==> src/rtl/button_press_classifier.sv <==
// Push-button front end: 2-flop synchronizer, counter debouncer and press-duration classifier.
// Optional auto-repeat stream for held buttons is enabled by defining BTN_AUTOREPEAT_EN.
module button_press_classifier #(
  parameter int DEBOUNCE_CYCLES = 100000,
  parameter int LONG_CYCLES     = 1500000,
  parameter int REPEAT_CYCLES   = 250000
) (
  input  logic clk,
  input  logic rst_n,
  input  logic btn_raw,
  output logic btn_level,
  output logic short_pulse,
  output logic long_pulse,
  output logic repeat_pulse
);

  localparam int DB_W   = $clog2(DEBOUNCE_CYCLES + 1);
  localparam int HOLD_W = $clog2(LONG_CYCLES);
  localparam logic [DB_W-1:0]   DB_LAST   = DB_W'(DEBOUNCE_CYCLES - 1);
  localparam logic [HOLD_W-1:0] HOLD_LAST = HOLD_W'(LONG_CYCLES - 1);

  typedef enum logic [1:0] {
    IDLE    = 2'd0,
    PRESSED = 2'd1,
    HELD    = 2'd2
  } state_t;

  state_t              state;
  state_t              next_state;
  logic                s1;
  logic                s2;
  logic [DB_W-1:0]     db_cnt;
  logic [HOLD_W-1:0]   hold_cnt;
  logic                toggle;
  logic                rise;
  logic                fall;
  logic                short_d;
  logic                short_pend;
  logic                long_d;
  logic                repeat_d;

  // Two-flop synchronizer for the asynchronous button input
  always_ff @(posedge clk or negedge rst_n) begin
    if (!rst_n) begin
      s1 <= 1'b0;
      s2 <= 1'b0;
    end else begin
      s1 <= btn_raw;
      s2 <= s1;
    end
  end

  // Debouncer: a level change is accepted only after it stays stable long enough
  always_ff @(posedge clk or negedge rst_n) begin
    if (!rst_n) begin
      db_cnt    <= '0;
      btn_level <= 1'b0;
    end else if (s2 == btn_level) begin
      db_cnt <= '0;
    end else if (db_cnt == DB_LAST) begin
      db_cnt    <= '0;
      btn_level <= ~btn_level;
    end else begin
      db_cnt <= db_cnt + DB_W'(1);
    end
  end

  // Strobes mark the cycle whose clock edge commits the new debounced level
  assign toggle = (s2 != btn_level) && (db_cnt == DB_LAST);
  assign rise   = toggle && s2;
  assign fall   = toggle && !s2;

  // FSM state register
  always_ff @(posedge clk or negedge rst_n) begin
    if (!rst_n) begin
      state <= IDLE;
    end else begin
      state <= next_state;
    end
  end

  // FSM next-state logic; a release on the threshold cycle beats the long classification
  always_comb begin
    next_state = state;
    case (state)
      IDLE: begin
        if (rise) next_state = PRESSED;
        else      next_state = IDLE;
      end
      PRESSED: begin
        if (fall)                       next_state = IDLE;
        else if (hold_cnt == HOLD_LAST) next_state = HELD;
        else                            next_state = PRESSED;
      end
      HELD: begin
        if (fall) next_state = IDLE;
        else      next_state = HELD;
      end
      default: next_state = IDLE;
    endcase
  end

  // Hold-time counter, only running while the press is still unclassified
  always_ff @(posedge clk or negedge rst_n) begin
    if (!rst_n) begin
      hold_cnt <= '0;
    end else if ((state == PRESSED) && (next_state == PRESSED)) begin
      hold_cnt <= hold_cnt + HOLD_W'(1);
    end else begin
      hold_cnt <= '0;
    end
  end

`ifdef BTN_AUTOREPEAT_EN
  localparam int REP_W = $clog2(REPEAT_CYCLES);
  localparam logic [REP_W-1:0] REP_LAST = REP_W'(REPEAT_CYCLES - 1);
  logic [REP_W-1:0] rep_cnt;

  // Auto-repeat period counter, wrapping on every repeat while held
  always_ff @(posedge clk or negedge rst_n) begin
    if (!rst_n) begin
      rep_cnt <= '0;
    end else if ((state == HELD) && !fall) begin
      if (rep_cnt == REP_LAST) rep_cnt <= '0;
      else                     rep_cnt <= rep_cnt + REP_W'(1);
    end else begin
      rep_cnt <= '0;
    end
  end
`endif

  // FSM output decode, feeding the registered pulse outputs
  always_comb begin
    short_d  = 1'b0;
    long_d   = 1'b0;
    repeat_d = 1'b0;
    case (state)
      PRESSED: begin
        if (fall) begin
          short_d = 1'b1;
        end else if (hold_cnt == HOLD_LAST) begin
          long_d = 1'b1;
        end else begin
          short_d = 1'b0;
        end
      end
      HELD: begin
`ifdef BTN_AUTOREPEAT_EN
        if (!fall && (rep_cnt == REP_LAST)) repeat_d = 1'b1;
        else                                repeat_d = 1'b0;
`else
        repeat_d = 1'b0;
`endif
      end
      default: begin
        short_d  = 1'b0;
        long_d   = 1'b0;
        repeat_d = 1'b0;
      end
    endcase
  end

  // Registered pulses; the short report lands one cycle after the debounced level drops
  always_ff @(posedge clk or negedge rst_n) begin
    if (!rst_n) begin
      short_pend   <= 1'b0;
      short_pulse  <= 1'b0;
      long_pulse   <= 1'b0;
      repeat_pulse <= 1'b0;
    end else begin
      short_pend   <= short_d;
      short_pulse  <= short_pend;
      long_pulse   <= long_d;
      repeat_pulse <= repeat_d;
    end
  end

endmodule

==> config.mk <==
export PLATFORM = sky130hd
export DESIGN_NAME = button_press_classifier
export DESIGN_NICKNAME = d
export VERILOG_FILES = /design/src/rtl/button_press_classifier.sv
export SDC_FILE = /design/constraint.sdc
export NUM_CORES = 1
export LEC_CHECK = 0
export BUFFER_PORTS_ARGS = -buffer_cell sky130_fd_sc_hd__buf_2
export CAP_MARGIN = 20
export CORE_ASPECT_RATIO = 2
export CORE_MARGIN = 3
export CORE_UTILIZATION = 50
export CTS_CLUSTER_SIZE = 16
export DETAILED_ROUTE_END_ITERATION = 8
export PLACE_DENSITY = 0.65
export REMOVE_ABC_BUFFERS = 1
export SETUP_SLACK_MARGIN = 0.15
export SYNTH_ARGS = -nofsm -noshare
export SYNTH_HDL_FRONTEND = slang
export SYNTH_SLANG_ARGS = --single-unit
==> constraint.sdc <==
create_clock -name clk -period 2.7 [get_ports clk]
set_clock_uncertainty 0.1 [all_clocks]
set_input_delay 0.81 -clock clk [delete_from_list [all_inputs] [get_ports clk]]
set_output_delay 0.81 -clock clk [all_outputs]
set_load 0.02 [all_outputs]
Word-level counts from Yosys, hierarchy flattened
Cells that the tools add are included.
Widths: inputs -> output; s select.
Cells by class
  $add $sub $neg: 2
  $mul: 0
  divide/modulo/power cells: 0
  magnitude comparators: 0
  equality and inequality tests: 7
  shift-type cells: 0
  muxes and demuxes: 13
  bitwise gates (word level): 2
  reductions and logical operators: 7
Operators with widths (count)
  $mux 17: 2
  $add 21x1->21 const B: 1
  $eq 21x21->1 const B: 1
  $mux 21: 1
  $add 17x1->17 const B: 1
  $eq 17x17->1 const B: 1
  $mux 1: 6
  $mux 2: 3
  $pmux 2 s3: 1
  $eq 2x1->1 const B: 2
  $logic_and 1x1->1: 4
  $eq 2x2->1 const B: 1
  $logic_not 2->1: 1
  $not 1->1: 2
  $reduce_and 2->1: 1
  $eq 1x1->1: 1
  $logic_not 1->1: 1
  $ne 1x1->1: 1
Storage, ports and cells
  flip-flop bits (word level): 46
  latch bits: 0
  memory bits (writable): 0
  memory bits (read-only): 0
  bits of input ports: 3
  output and inout port bits: 4
  logic and storage cells: 40
  memories: 0

Logic depth before layout (Yosys ltp)
  depth in word-level cells: 8
  depth in mapped cells: 7
  gate-level depth less buffers: 5

Worst setup path after synthesis
No wires, ideal clock.
  kind: register -> register
  start: reg db_cnt[0]
  end: reg hold_cnt[10]
  setup time: 0.125 ns
  data arrival time: 1.695 ns
  data required time: 2.475 ns
  path slack: 0.780 ns
  cell stages (with the launch flop): 8
  path buffers: 2
  period minus slack after synthesis: 1.920 ns
  cells stage by stage: dfrtp_1 > ha_1 > buf_4 > and4b_1 > nand3_4 > nor4_4 > buf_2 > nor3_1
On the way
  longest elaborated chain between the ends: 8
  elaborated cells on any way between the ends: 11
  classes of those cells: eq/ne: 2; mux: 5; reduce/logical: 4
RTL lines
  start: declaration: line 32  | logic [DB_W-1:0] db_cnt;
  start signal: assignment: line 64  | db_cnt <= db_cnt + DB_W'(1);
  $eq 17x17->1 (*): line 69  | assign toggle = (s2 != btn_level) && (db_cnt == DB_LAST);
  $logic_and 1x1->1 (*): line 69
  $logic_and 1x1->1, on equally long branches: line 71, 70
  $mux 2 (tied with other cells): line 91  | if (fall) next_state = IDLE;
  $pmux 2 s3 (*): line 85  | case (state)
  $eq 2x1->1 (*): line 107  | end else if ((state == PRESSED) && (next_state == PRESSED)) begin
  $logic_and 1x1->1 (*): line 107
  $mux 21 (*): line 107
  end signal: assignment: line 108  | hold_cnt <= hold_cnt + HOLD_W'(1);
  end: declaration: line 33  | logic [HOLD_W-1:0] hold_cnt;
Every way passes the cells marked *; elsewhere a longest branch is shown, timed or not.
A chain may end at the register's enable or synchronous reset.

Final worst setup path
  start: reg db_cnt[0]
  end: reg state[0]
On the way
  longest elaborated chain between the ends: 5
  elaborated cells on any way between the ends: 7
  classes of those cells: eq/ne: 1; mux: 3; reduce/logical: 3
RTL lines
  $eq 17x17->1 (*): line 69
  $logic_and 1x1->1 (*): line 69
  $logic_and 1x1->1, on equally long branches: line 71, 70
  $mux 2 / $mux 1 (equally long branches): line 91, 87
  $pmux 2 s3 (*): line 85
  via next_state[0]: line 29  | state_t next_state;
  end signal: assignment: line 78  | state <= next_state;
  end: declaration: line 28  | state_t state;
The timed path passes the listed nets; every way through them passes the cells marked *.

==> reports/results.md <==
Logic synthesis
- 0 — Synth Warn #
- sky130_fd_sc_hd__dfrtp_1 (49%), sky130_fd_sc_hd__xor2_1 (6.7%), sky130_fd_sc_hd__nand3_1 (3.6%) — cell types with the largest area share after synthesis
- 231 — synthesized instance count
- 0 — share of cell area taken by muxes after synthesis
- 0.00234 sq mm — Cell Area, Synth
- 43 — Distinct cells, synth
- 0.0859 — XOR/XNOR Fraction of Synth Area
- 0.0107 — adder-cell share of the synthesized area
- simple AND/OR/NAND/NOR gates — combinational family with the most area after synthesis
- sky130_fd_sc_hd__dfrtp_1 — biggest area consumer among synthesized cells
- 0.287 — post-synthesis simple-gate area fraction
- 0.491 — share of the synthesized area in the top cell type
- 10.2 sq um — average cell area after synthesis
- 0.0880 — complex-gate fraction of the synthesized area
- 46 — FF+latch count, synth
- 0.491 — sequential element share of the synthesized area

Drt
- 2700 um — wire length on met2
- 1810 um — WL met1
- 81 um — wire length on met3
- 1750 — via count of the routed design
- 6.03 — vias per cell
- 16.3 um — Avg WL per Cell
- 31 — initial detailed-routing violation count
- met4 — highest routed layer
- 0 — remaining number of nets flagged by the antenna check after routing
- 4 — number of detailed-route iterations in the first pass
- 4730 um — drt total wl
- 0 — final routed DRC violation total

Power and ir drop
- 0.00105 uW — static leakage
- 0.026 — part of the total power dissipated in combinational logic
- 998 uW — cell internal pwr
- 499 mW/mm^2 — total power density per cell area
- 0.417 mV — worst ir drop on vdd
- 0.204 — fraction of power spent switching nets
- 256 uW — switching power
- 0.416 — Clk pwr share
- 0.557 — proportion of power drawn by flip-flops and latches

Layout
- sky130_fd_sc_hd__dfrtp_1 (46), sky130_fd_sc_hd__xor2_1 (18), sky130_fd_sc_hd__nand3_1 (17) — most frequent cells in the layout
- 241 — count of nets after finishing
- 7.20% — Area Growth Syn to Fin
- sky130_fd_sc_hd__dfrtp_1 — most common cell after layout, fill and taps aside
- 0 — Diodes inserted
- 0.110 — share of post-route cells with drive strength above 1

Clocking
- yes — clock tree from TritonCTS
- 0.30 ns — worst-skew pair later-pin latency
- 5 — TritonCTS buffer count
- 0 — # Post-CTS Setup Buffers
- 2 — H-tree lvl count
- 0 — cts repair resizes
- 46 — Clock Sink Count
- 0.09 ns — clock slew seen by the registers of the worst setup and hold paths
- 2 — maximum buffer depth of the clock tree
- 0 — # hold bufs at CTS
- sky130_fd_sc_hd__clkbuf_8 — cell chosen for the clock root

Floorplan
- 7 — number of ports placed on the die boundary
- 0.00442 sq mm — area of the core
- 34 — std cell rows
- 0.00560 sq mm — full die area
- 0.530 — Starting Density
- 54.4 um — die boundary width
- 103 um — y dimension of the die

Worst hold path
- reg -> reg — type of the most critical hold path
- 0 — cell depth of the worst hold path

Placement
- 5 — number of I/O port buffers
- 0.780 — GPL Wtd Cong
- 3410 um — detailed placer's ending HPWL
- 0.542 ns — worst setup timing slack at the placement stage

Critical path
- 2.80 ns — Req. time, crit path
- register — Crit. End Element
- reg -> reg — Setup Crit Path Kind
- register — startpoint type of the worst setup path
- 2.25 ns — data arrival time of the critical path
- 8 — biggest fanout along the worst timing path
- 5 — Worst Reg2Reg Path Length in Cells

STA
- 0.252 ns — hold slack final
- 0.547 ns — crit path setup slack, layout
- no — setup repair after global routing missed its margin
- 0 — final-report max-slew violation count
- 0 — final hold violation count
- 0.634 ns — slew at the pin closest to its max-slew limit
- 464 MHz — maximum achievable frequency
- 0.797 — post-route fraction of the period consumed by the critical path
- 0 ns — setup TNS
- 0 — # setup viols final
- 0.577 — max_slew headroom
- 2.15 ns — time the worst path needs with I/O delays and setup

Global route
- 0.199 — aggregate global-route resource usage
- 0 — initial antenna violation count
- 1814 — via count of the first global-routing pass
- 8110 um — wire length of the first global-routing pass
- 29 — largest net degree at the start of global routing
- 0 — overall overflow remaining after global route

Flow run
- 0 — count of max-cap constraint violations

Outcome
- completed — run status

==> kinds of logic (layout without fill, tap and decap cells) <==
group / count (synthesis) / in the layout
fa+ha+maj: 2 / 2
buf+inv: 16 / 21
flops: 46 / 46
xor+xnor: 23 / 23
other cells: 1 / 1
simple gates: 111 / 111
compound gates: 32 / 32
==> metrics by stage <==
stage / power, uW / instance area (sq um) / std cells / util
floorplan: 724 / 2280 / 220 / -
global placement: 747 / 2400 / 283 / 0.543
detailed placement: 747 / 2400 / 283 / 0.543
CTS: 1270 / 2510 / 290 / 0.568
global route: 1300 / 2510 / 290 / 0.568
finish: 1250 / 2510 / 290 / 0.568
==> routing by layer <==
metal	vias up	GRT usage
li1	854	-
met1	870	0.205
met2	13	0.362
met3	13	0.0347
met4	0	0.102
met5	-	0
==> sequential cells by signal, indices dropped and copies added, names as in the netlist <==
register     flops
btn_level        1
db_cnt          17
hold_cnt        21
long_pulse       1
s1               1
s2               1
short_pend       1
short_pulse      1
state            2
==> worst max-delay path: stages, from the launching register on <==
cell                       delay, ns
sky130_fd_sc_hd__dfrtp_1        0.41
sky130_fd_sc_hd__ha_1           0.35
sky130_fd_sc_hd__and4b_1        0.34
sky130_fd_sc_hd__nand3_4        0.13
sky130_fd_sc_hd__or4_1          0.49
sky130_fd_sc_hd__o311ai_1       0.24
==> final timing paths <==
path | to | start | slack, ns
min reg2reg | s2 | s1 | 0.25
min | s2 | s1 | 0.25
min in group asynchronous | hold_cnt[12] | rst_n | 0.42
max in group asynchronous | hold_cnt[1] | rst_n | 1.50
max | state[0] | db_cnt[0] | 0.55
max reg2reg | state[0] | db_cnt[0] | 0.55
==> synthesized netlist by cell type, drive strengths merged <==
master	count
nand4	13
o311ai	1
o221ai	1
a21oi	5
nand2	10
xnor2	5
nor4	3
nand3b	1
or4	4
a211oi	8
and2	1
and4b	2
and4	3
buf	10
inv	5
conb	1
nor3	14
or2	1
and3	9
nor2	15
nor3b	2
dfrtp	46
a21bo	1
o21ai	12
nand3	18
or4b	1
nor2b	1
xor2	18
o211ai	1
or3	11
nor4b	1
o31ai	3
clkbuf	1
ha	2
nand2b	1
==> cell type report <==
class	count	area (sq um)
timing repair buffer	9	55.1
fill	435	1910
tap	54	67.6
inverter	5	18.8
multi-input combinational	169	1110
clock inverter	1	30.0
sequential	46	1150
clock buffer	6	82.6
==> power by group through the flow <==
stage	registers [uW]	clock network [uW]	logic [uW]
floorplan	712	0	12.6
global placement	713	0	34.4
detailed placement	713	0	34.4
CTS	699	537	34.6
global route	700	564	37.9
finish	699	522	33.0
Power figures use the tool's default switching activity.
